`config.mk`:
```
export PLATFORM = sky130hd
export DESIGN_NAME = bram_access_arbiter
export DESIGN_NICKNAME = d
export VERILOG_FILES = /design/src/rtl/bram_arb_pkg.sv /design/src/rtl/rr_arbiter_2.sv /design/src/rtl/bram_access_arbiter.sv
export SDC_FILE = /design/constraint.sdc
export NUM_CORES = 1
export LEC_CHECK = 0
export CORE_MARGIN = 1.5
export CORE_UTILIZATION = 36
export CTS_CLUSTER_SIZE = 25
export DETAILED_ROUTE_END_ITERATION = 7
export PLACE_DENSITY_LB_ADDON = 0.15
export SYNTH_ARGS = -nofsm -noshare
export SYNTH_HDL_FRONTEND = slang
export SYNTH_SLANG_ARGS = --single-unit
```
`constraint.sdc`:
```
create_clock -name sys_clk_in -period 1.66 [get_ports sys_clk_in]
set_input_delay 0.332 -clock sys_clk_in [delete_from_list [all_inputs] [get_ports sys_clk_in]]
set_output_delay 0.332 -clock sys_clk_in [all_outputs]
set_load 0.005 [all_outputs]
```
`src/rtl/bram_arb_pkg.sv`:
```
// Shared types and constants for the two-requester BRAM access arbiter.
package bram_arb_pkg;

  localparam int NUM_REQ     = 2;
  localparam int STATS_WIDTH = 16;

  typedef enum logic [1:0] {
    IDLE    = 2'd0,
    ISSUE   = 2'd1,
    WAIT_RD = 2'd2
  } arb_state_t;

  // Saturating increment for the optional statistics counters.
  function automatic logic [STATS_WIDTH-1:0] sat_inc(input logic [STATS_WIDTH-1:0] v);
    return (&v) ? v : v + 1'b1;
  endfunction

endpackage

```
`src/rtl/rr_arbiter_2.sv`:
```
// Two-way round-robin pick with a registered last-grant pointer; the pointer
// only moves when the caller commits a grant.
module rr_arbiter_2
  import bram_arb_pkg::*;
(
  input  logic               sys_clk_in,
  input  logic               sys_rst_n_in,
  input  logic [NUM_REQ-1:0] req,
  input  logic               grant_en,
  output logic               grant_idx
);

  logic last_grant;

  // On a tie the requester that did not win last time goes next.
  always_comb begin
    grant_idx = req[1];
    if (&req) grant_idx = ~last_grant;
  end

  // Reset value 1 lets requester 0 win the first tie.
  always_ff @(posedge sys_clk_in or negedge sys_rst_n_in) begin
    if (!sys_rst_n_in)  last_grant <= 1'b1;
    else if (grant_en)  last_grant <= grant_idx;
  end

endmodule

```
`src/rtl/bram_access_arbiter.sv`:
```
// Shares one BRAM port between two requesters, one access per grant.
// Optional statistics counters are built when BRAM_ARB_STATS_EN is defined.
module bram_access_arbiter
  import bram_arb_pkg::*;
#(
  parameter int DATA_WIDTH   = 8,
  parameter int ADDR_WIDTH   = 13,
  parameter int READ_LATENCY = 2
) (
  input  logic                          sys_clk_in,
  input  logic                          sys_rst_n_in,
`ifdef BRAM_ARB_STATS_EN
  input  logic                          stats_clr_in,
  output logic [STATS_WIDTH-1:0]        grant_cnt0_out,
  output logic [STATS_WIDTH-1:0]        grant_cnt1_out,
  output logic [STATS_WIDTH-1:0]        conflict_cnt_out,
`endif
  input  logic [NUM_REQ-1:0]            req_in,
  input  logic [NUM_REQ-1:0]            req_wen_in,
  input  logic [NUM_REQ*ADDR_WIDTH-1:0] req_addr_in,
  input  logic [NUM_REQ*DATA_WIDTH-1:0] req_wdata_in,
  output logic [NUM_REQ-1:0]            req_ack_out,
  output logic [NUM_REQ-1:0]            req_rvalid_out,
  output logic [DATA_WIDTH-1:0]         req_rdata_out,
  output logic [ADDR_WIDTH-1:0]         addr_out,
  output logic [DATA_WIDTH-1:0]         wdata_out,
  output logic                          wen_out,
  output logic                          en_out,
  input  logic [DATA_WIDTH-1:0]         rdata_in,
  output arb_state_t                    state_dbg_out
);

  // Handshake: a requester holds req_in[i] and its fields stable until it sees
  // req_ack_out[i] (access issued), then drops req the following cycle; read
  // data arrives later as a one-cycle req_rvalid_out[i] with req_rdata_out.
  localparam logic [3:0] RL_CNT = 4'(READ_LATENCY);

  arb_state_t                state, state_nxt;
  logic [3:0]                cnt, cnt_nxt, cnt_inc;
  logic                      win, win_nxt;
  logic                      op_wen, op_wen_nxt;
  logic                      grant_en, grant_idx;
  logic [NUM_REQ-1:0]        ack_nxt, rvalid_nxt;
  logic [DATA_WIDTH-1:0]     rdata_nxt, wdata_nxt;
  logic [ADDR_WIDTH-1:0]     addr_nxt;
  logic                      en_nxt, wen_nxt;

  rr_arbiter_2 u_rr (
    .sys_clk_in   (sys_clk_in),
    .sys_rst_n_in (sys_rst_n_in),
    .req          (req_in),
    .grant_en     (grant_en),
    .grant_idx    (grant_idx)
  );

  always_comb begin
    state_nxt  = state;
    cnt_nxt    = cnt;
    cnt_inc    = cnt + 4'd1;
    win_nxt    = win;
    op_wen_nxt = op_wen;
    addr_nxt   = addr_out;
    wdata_nxt  = wdata_out;
    rdata_nxt  = req_rdata_out;
    en_nxt     = 1'b0;
    wen_nxt    = 1'b0;
    ack_nxt    = '0;
    rvalid_nxt = '0;
    grant_en   = 1'b0;
    case (state)
      IDLE: begin
        if (|req_in) begin
          grant_en   = 1'b1;
          win_nxt    = grant_idx;
          op_wen_nxt = req_wen_in[grant_idx];
          addr_nxt   = grant_idx ? req_addr_in[ADDR_WIDTH +: ADDR_WIDTH]
                                 : req_addr_in[0 +: ADDR_WIDTH];
          wdata_nxt  = grant_idx ? req_wdata_in[DATA_WIDTH +: DATA_WIDTH]
                                 : req_wdata_in[0 +: DATA_WIDTH];
          en_nxt     = 1'b1;
          wen_nxt    = req_wen_in[grant_idx];
          ack_nxt[grant_idx] = 1'b1;
          state_nxt  = ISSUE;
        end
      end
      ISSUE: begin
        if (op_wen) begin
          state_nxt = IDLE;
        end else begin
          // The counter reaches 1 on leaving ISSUE; a latency of 1 captures here.
          cnt_nxt = 4'd1;
          if (RL_CNT == 4'd1) begin
            rdata_nxt       = rdata_in;
            rvalid_nxt[win] = 1'b1;
            state_nxt       = IDLE;
          end else begin
            state_nxt = WAIT_RD;
          end
        end
      end
      WAIT_RD: begin
        cnt_nxt = cnt_inc;
        if (cnt_inc == RL_CNT) begin
          rdata_nxt       = rdata_in;
          rvalid_nxt[win] = 1'b1;
          state_nxt       = IDLE;
        end
      end
      default: state_nxt = IDLE;
    endcase
  end

  always_ff @(posedge sys_clk_in or negedge sys_rst_n_in) begin
    if (!sys_rst_n_in) begin
      state          <= IDLE;
      cnt            <= '0;
      win            <= 1'b0;
      op_wen         <= 1'b0;
      req_ack_out    <= '0;
      req_rvalid_out <= '0;
      req_rdata_out  <= '0;
      addr_out       <= '0;
      wdata_out      <= '0;
      wen_out        <= 1'b0;
      en_out         <= 1'b0;
    end else begin
      state          <= state_nxt;
      cnt            <= cnt_nxt;
      win            <= win_nxt;
      op_wen         <= op_wen_nxt;
      req_ack_out    <= ack_nxt;
      req_rvalid_out <= rvalid_nxt;
      req_rdata_out  <= rdata_nxt;
      addr_out       <= addr_nxt;
      wdata_out      <= wdata_nxt;
      wen_out        <= wen_nxt;
      en_out         <= en_nxt;
    end
  end

  assign state_dbg_out = state;

`ifdef BRAM_ARB_STATS_EN
  logic conflict;
  assign conflict = (state == IDLE) && (&req_in);

  always_ff @(posedge sys_clk_in or negedge sys_rst_n_in) begin
    if (!sys_rst_n_in) begin
      grant_cnt0_out   <= '0;
      grant_cnt1_out   <= '0;
      conflict_cnt_out <= '0;
    end else if (stats_clr_in) begin
      grant_cnt0_out   <= '0;
      grant_cnt1_out   <= '0;
      conflict_cnt_out <= '0;
    end else begin
      if (grant_en && !grant_idx) grant_cnt0_out   <= sat_inc(grant_cnt0_out);
      if (grant_en &&  grant_idx) grant_cnt1_out   <= sat_inc(grant_cnt1_out);
      if (conflict)               conflict_cnt_out <= sat_inc(conflict_cnt_out);
    end
  end
`endif

endmodule

```
### Word-level counts from Yosys, hierarchy flattened

Index checks and enable logic that the tools add are counted.

* eq/ne operators: 6
* add/subtract/negate cells: 1
* $lt $le $gt $ge: 4
* bitwise operators: 1
* reductions and logical operators: 10
* mux-type cells: 23

Operators by type and width (count)
* 2-to-1 mux 2 bit: 7
* 2-to-1 mux 13 bit: 1
* AND reduction 2 bit: 5
* 2-to-1 mux 1 bit: 9
* 2-to-1 mux 8 bit: 1
* one-hot mux 4 bit (2 select lines): 1
* != test 2 bit, second input constant: 3
* one-hot mux 2 bit (3 select lines): 1
* adder 4 x 1 -> 4 bit, second input constant: 1
* equality test 4 x 2 -> 1 bit, second input constant: 1
* less-than comparator 1 x 2 -> 1 bit, second input constant: 2
* 2-to-1 mux 4 bit: 1
* demux 1 bit (select 1 bit): 2
* equality test 2 x 1 -> 1 bit, second input constant: 1
* equality test 2 bit, second input constant: 1
* greater-or-equal comparator 1 bit, second input constant: 2
* logical AND 1 bit: 2
* zero test 2 bit: 1
* nonzero test 2 bit: 1
* OR reduction 2 bit: 1
* NOT 1 bit: 1

* output and inout bits: 37
* register bits after elaboration: 44

### Longest topological paths before layout

* depth in word-level cells: 8
* mapped depth: 6
* gate-level depth less buffers: 5

### Hierarchy

A second synthesis with hierarchy kept.

* cells, all modules: 171
* area total of the unflattened synthesis: 1978.1 sq um

Modules (own cells, without submodules)
* bram_access_arbiter: times used 1, cells an instance 168, area an instance 1925.6 sq um, sequential area each 1076.0 sq um
* rr_arbiter_2: times used 1, cells an instance 3, area an instance 52.6 sq um, sequential area each 26.3 sq um

### Worst setup path before layout

No wires, ideal clock.

* path kind: flip-flop to flip-flop
* start: register cnt[0]
* end: register req_rdata_out[0]
* data required time: 1535 ps
* setup slack: -58 ps
* cell stages (with the launch flop): 7
* library setup time: 125 ps
* buffers on the path: 1
* clock period less this slack: 1718 ps
* data arrival time: 1593 ps
* cell sequence: dfrtp_1 > ha_1 > o21bai_1 > a31oi_1 > a211o_1 > buf_6 > mux2_4

* word-level cells in the longest chain between the ends: 3

RTL lines
* start: declaration: line bram_access_arbiter.sv:39 `logic [3:0] cnt, cnt_nxt, cnt_inc;`
* start signal: assignment: line bram_access_arbiter.sv:128 `cnt <= cnt_nxt;`
* adder 4 x 1 -> 4 bit: line bram_access_arbiter.sv:59 `cnt_inc = cnt + 4'd1;`
* equality test 4 x 2 -> 1 bit: line bram_access_arbiter.sv:103 `if (cnt_inc == RL_CNT) begin`
* AND reduction 2 bit (no line)
* end signal: assignment: line bram_access_arbiter.sv:133 `req_rdata_out <= rdata_nxt;`
* end: declaration: line bram_access_arbiter.sv:24 `output logic [DATA_WIDTH-1:0] req_rdata_out,`

Every way passes these cells.
A chain may end at the register's enable or synchronous reset.

### Worst setup path after layout

* start: register cnt[1]
* end: register req_rdata_out[6]

The elaborated chain is that of the path after synthesis.

==> run summary <==
Post-route DRC -> 0
Setup CP Type -> register to register
Top Ports -> 93
Worst R2R Path Depth -> 6
Worst Setup End Kind -> register
Die Area -> 5760 µm²
post-synthesis sequential area ratio -> 57.6%
GPL Wtd Cong -> 0.805
H-Tree Depth -> 2
number of vias per cell -> 4.72
routed wire length -> 4.51 mm
crit path buf inv count -> 1
setup_tns -> -0.831 ns
dpl hpwl -> 3.38 mm
Nets -> 334
Layout Skew -> 0.0113 ns
P_leak -> 0.00148 µW
Metal-1 WL -> 1.88 mm
Min Clock Period, post-route -> 1.77 ns
CTS tree -> built
setup slack after layout -> -0.111 ns
slew margin rel. -> 68.9%
n_diodes -> 0
Net Sw Frac -> 30.3%
clk_lat worst skew -> 0.29 ns
fin cells -> 347
clk buf depth -> 2
Yosys cell types -> 30
# fillers -> 443
worst hold path startpoint -> op_wen$_DFFE_PN0P_
Reg power frac -> 34.9%
Die W -> 75.9 µm
Root Buffer -> clkbuf_8
antenna-violating nets left -> 0
TritonCTS buffer count -> 5
part of the cycle the worst path needs -> 107%
area share of the largest cell type after synthesis -> 56.2%
initial antenna violation count -> 0
Peak Freq -> 565 MHz
DP Cell Count -> 334
Max-Cap Viols -> 0
post-synth top area cell -> dfrtp_1
Die Y -> 75.9 µm
First DRT Iteration DRCs -> 22
placeable core area -> 5110 µm²
status -> finished with violations
most frequent cells in the layout -> clkdlybuf4s50_1, dfrtp_1, nand2_1, buf_4, mux2i_1
failing checks -> setup timing
hold endpoint -> op_wen$_DFFE_PN0P_
Startpoint Class -> register
Worst-path clk slew -> 0.09 ns
# clock sinks -> 44
syn_area_per_cell -> 11.9 µm²
I/O Buffers -> 92
warnings from Yosys -> 0
Combinational Power Share -> 49.8%
vias in the first global route -> 1693
commonest non-fill, non-tap cell in the layout -> clkdlybuf4s50_1
Max VDD drop -> 0.865 mV
reg2reg setup slack -> -0.11 ns
critical-path cell with the highest stage delay -> dfrtp_1
crit-path leading delay family -> compound AO/OA/AOI/OAI gates
crit path cell chain -> ha_2 > o21bai_1 > a31oi_2 > a211o_1 > buf_12 > mux2_4
reg-to-reg startpoint -> cnt[1]$_DFFE_PN0P_
HP Class -> register to register
CP Data Required Time -> 1.83 ns
Tot GR Track Use -> 17.0%
sw power -> 1590 µW
maximum number of pins on one net before global-route repair -> 28
Starting Density -> 37.5%
Vias -> 1637
capture point of the worst reg-to-reg path -> req_rdata_out[6]$_DFFE_PN0P_
ranking of synthesized cells by area -> dfrtp_1, mux2i_1, mux2_4, o21ai_0, nand2_1
register area -> 1100 µm²
grt total ovfl -> 0
synthesized cell area -> 1910 µm²
routed wl met2 -> 2.31 mm
max incr delay on CP -> 0.41 ns
DRT Pass-1 Iters -> 4
Mapped Cells -> 161
PwrDens -> 1630 nW/µm²
Post-Synthesis Net Count -> 219
Critical Path AT -> 1.94 ns
Worst-Margin Slew -> 0.464 ns
first-pass GRT wire length -> 7.89 mm
Final Hold Fails -> 0
Worst Path Max Fanout -> 9
top layer in use -> met4
Avg WL per Cell -> 13.0 µm
Min-Delay Path Depth -> 1
Core Rows -> 26
Synth Register Bits -> 44
fraction of layout cells with a size suffix above 1 -> 17.0%
worst slack, placed -> -0.0841 ns
Syn-to-layout area delta -> 68.5%
multi-input combinational cell area -> 768 µm²
metal3 WL -> 274 µm
Setup Viol. Count Final -> 8
Pins Over Slew Limit -> 0
clock network power share -> 15.3%
RSZ-0062 raised after global routing -> true
P_int -> 3670 µW
[worst reg2reg max path, delay by kind of cell, from the launching register on]
family	cells	cell delay, ns
flip-flops	1	0.41
adder cells (fa/ha/maj)	1	0.23
multiplexers	1	0.30
AO/OA/AOI/OAI	3	0.55
buffers and inverters	1	0.16
[Yosys cell counts, drive strengths merged]
master,n
nand4,1
a311oi,1
nor2,9
and2,1
dfrtp,43
and2b,1
nand2,18
a21oi,5
a221o,6
dfstp,1
mux2,8
buf,4
ha,2
nand3,1
o22ai,1
o21ai,17
and3,6
mux2i,17
nand2b,1
a211o,1
o21bai,1
inv,5
a221oi,1
a21boi,1
a21o,3
a31oi,2
clkbuf,3
nor2b,1
[kinds of logic (layout without fill, tap and decap cells)]
kind of cell,count (synthesis),count (layout),synth area share (%)
muxes,25,25,15.2
buffers and inverters,12,128,2.94
AOI/OAI and AO/OA,39,39,13.6
adders and majority gates,2,2,1.31
and+or+nand+nor,39,39,9.35
DFF,44,44,57.6
[power by group through the flow]
| stage | sequential [µW] | combinational [µW] | clock (µW) |
|---|---|---|---|
| 2_1_floorplan | 1920 | 1010 | 0 |
| 3_3_place_gp | 1850 | 2520 | 0 |
| 3_5_place_dp | 1850 | 2550 | 0 |
| 4_1_cts | 1830 | 2620 | 833 |
| 5_1_grt | 1910 | 2860 | 877 |
| 6_report | 1830 | 2620 | 805 |
[state kept, by name, summed over array words and instances, names as in the netlist]
name             count
addr_out            13
req_rdata_out        8
win                  1
op_wen               1
en_out               1
wdata_out            8
req_rvalid_out       2
state_dbg_out        2
u_rr.last_grant      1
wen_out              1
req_ack_out          2
cnt                  4
[layer usage]
layer	vias to the layer above	track usage (%)
met4	0	5.00
met5	-	0
li1	798	-
met2	52	28.6
met3	5	4.94
met1	782	21.1
[metrics by stage]
| stage | total power (µW) | util (%) | cell area, µm² | hold slack [ns] |
|---|---|---|---|---|
| 2_1_floorplan | 2920 | - | 1920 | 0.0364 |
| 3_3_place_gp | 4370 | 59.8 | 3050 | 0.300 |
| 3_5_place_dp | 4400 | 59.8 | 3050 | 0.312 |
| 4_1_cts | 5280 | 62.6 | 3200 | 0.480 |
| 5_1_grt | 5650 | 63.1 | 3220 | 0.514 |
| 6_report | 5260 | 63.1 | 3220 | 0.475 |
[area by class of cell]
cell class	instances	share of cell area [%]
Clock buffer	5	2.14
Clock inverter	3	1.32
Inverter	5	0.582
Multi-Input combinational cell	105	23.8
Sequential cell	44	34.2
Tap cell	70	2.72
Timing Repair Buffer	115	35.2
[worst max path at each step]
stage                  startpoint                           end  slack [ns]  cells past startpoint
4_1_cts        cnt[1]$_DFFE_PN0P_  req_rdata_out[6]$_DFFE_PN0P_       -0.04                      6
3_3_place_gp            req_in[1]      wdata_out[2]$_DFFE_PN0P_       -0.05                      5
5_1_grt        cnt[1]$_DFFE_PN0P_  req_rdata_out[7]$_DFFE_PN0P_       -0.17                      6
2_1_floorplan  cnt[0]$_DFFE_PN0P_  req_rdata_out[0]$_DFFE_PN0P_        0.04                      5
3_5_place_dp            req_in[1]            op_wen$_DFFE_PN0P_       -0.08                      6
6_report       cnt[1]$_DFFE_PN0P_  req_rdata_out[6]$_DFFE_PN0P_       -0.11                      6
[what timing repair did]
| item | 4_1_cts | 5_1_grt |
|---|---|---|
| setup endpoints to repair | 9 | 10 |
| hold buffers | 1 | 0 |
| endpoints found under the hold margin | 16 | 0 |
| setup buffers | 3 | 1 |
| resized for setup | 0 | 5 |
Power figures use the tool's default switching activity.
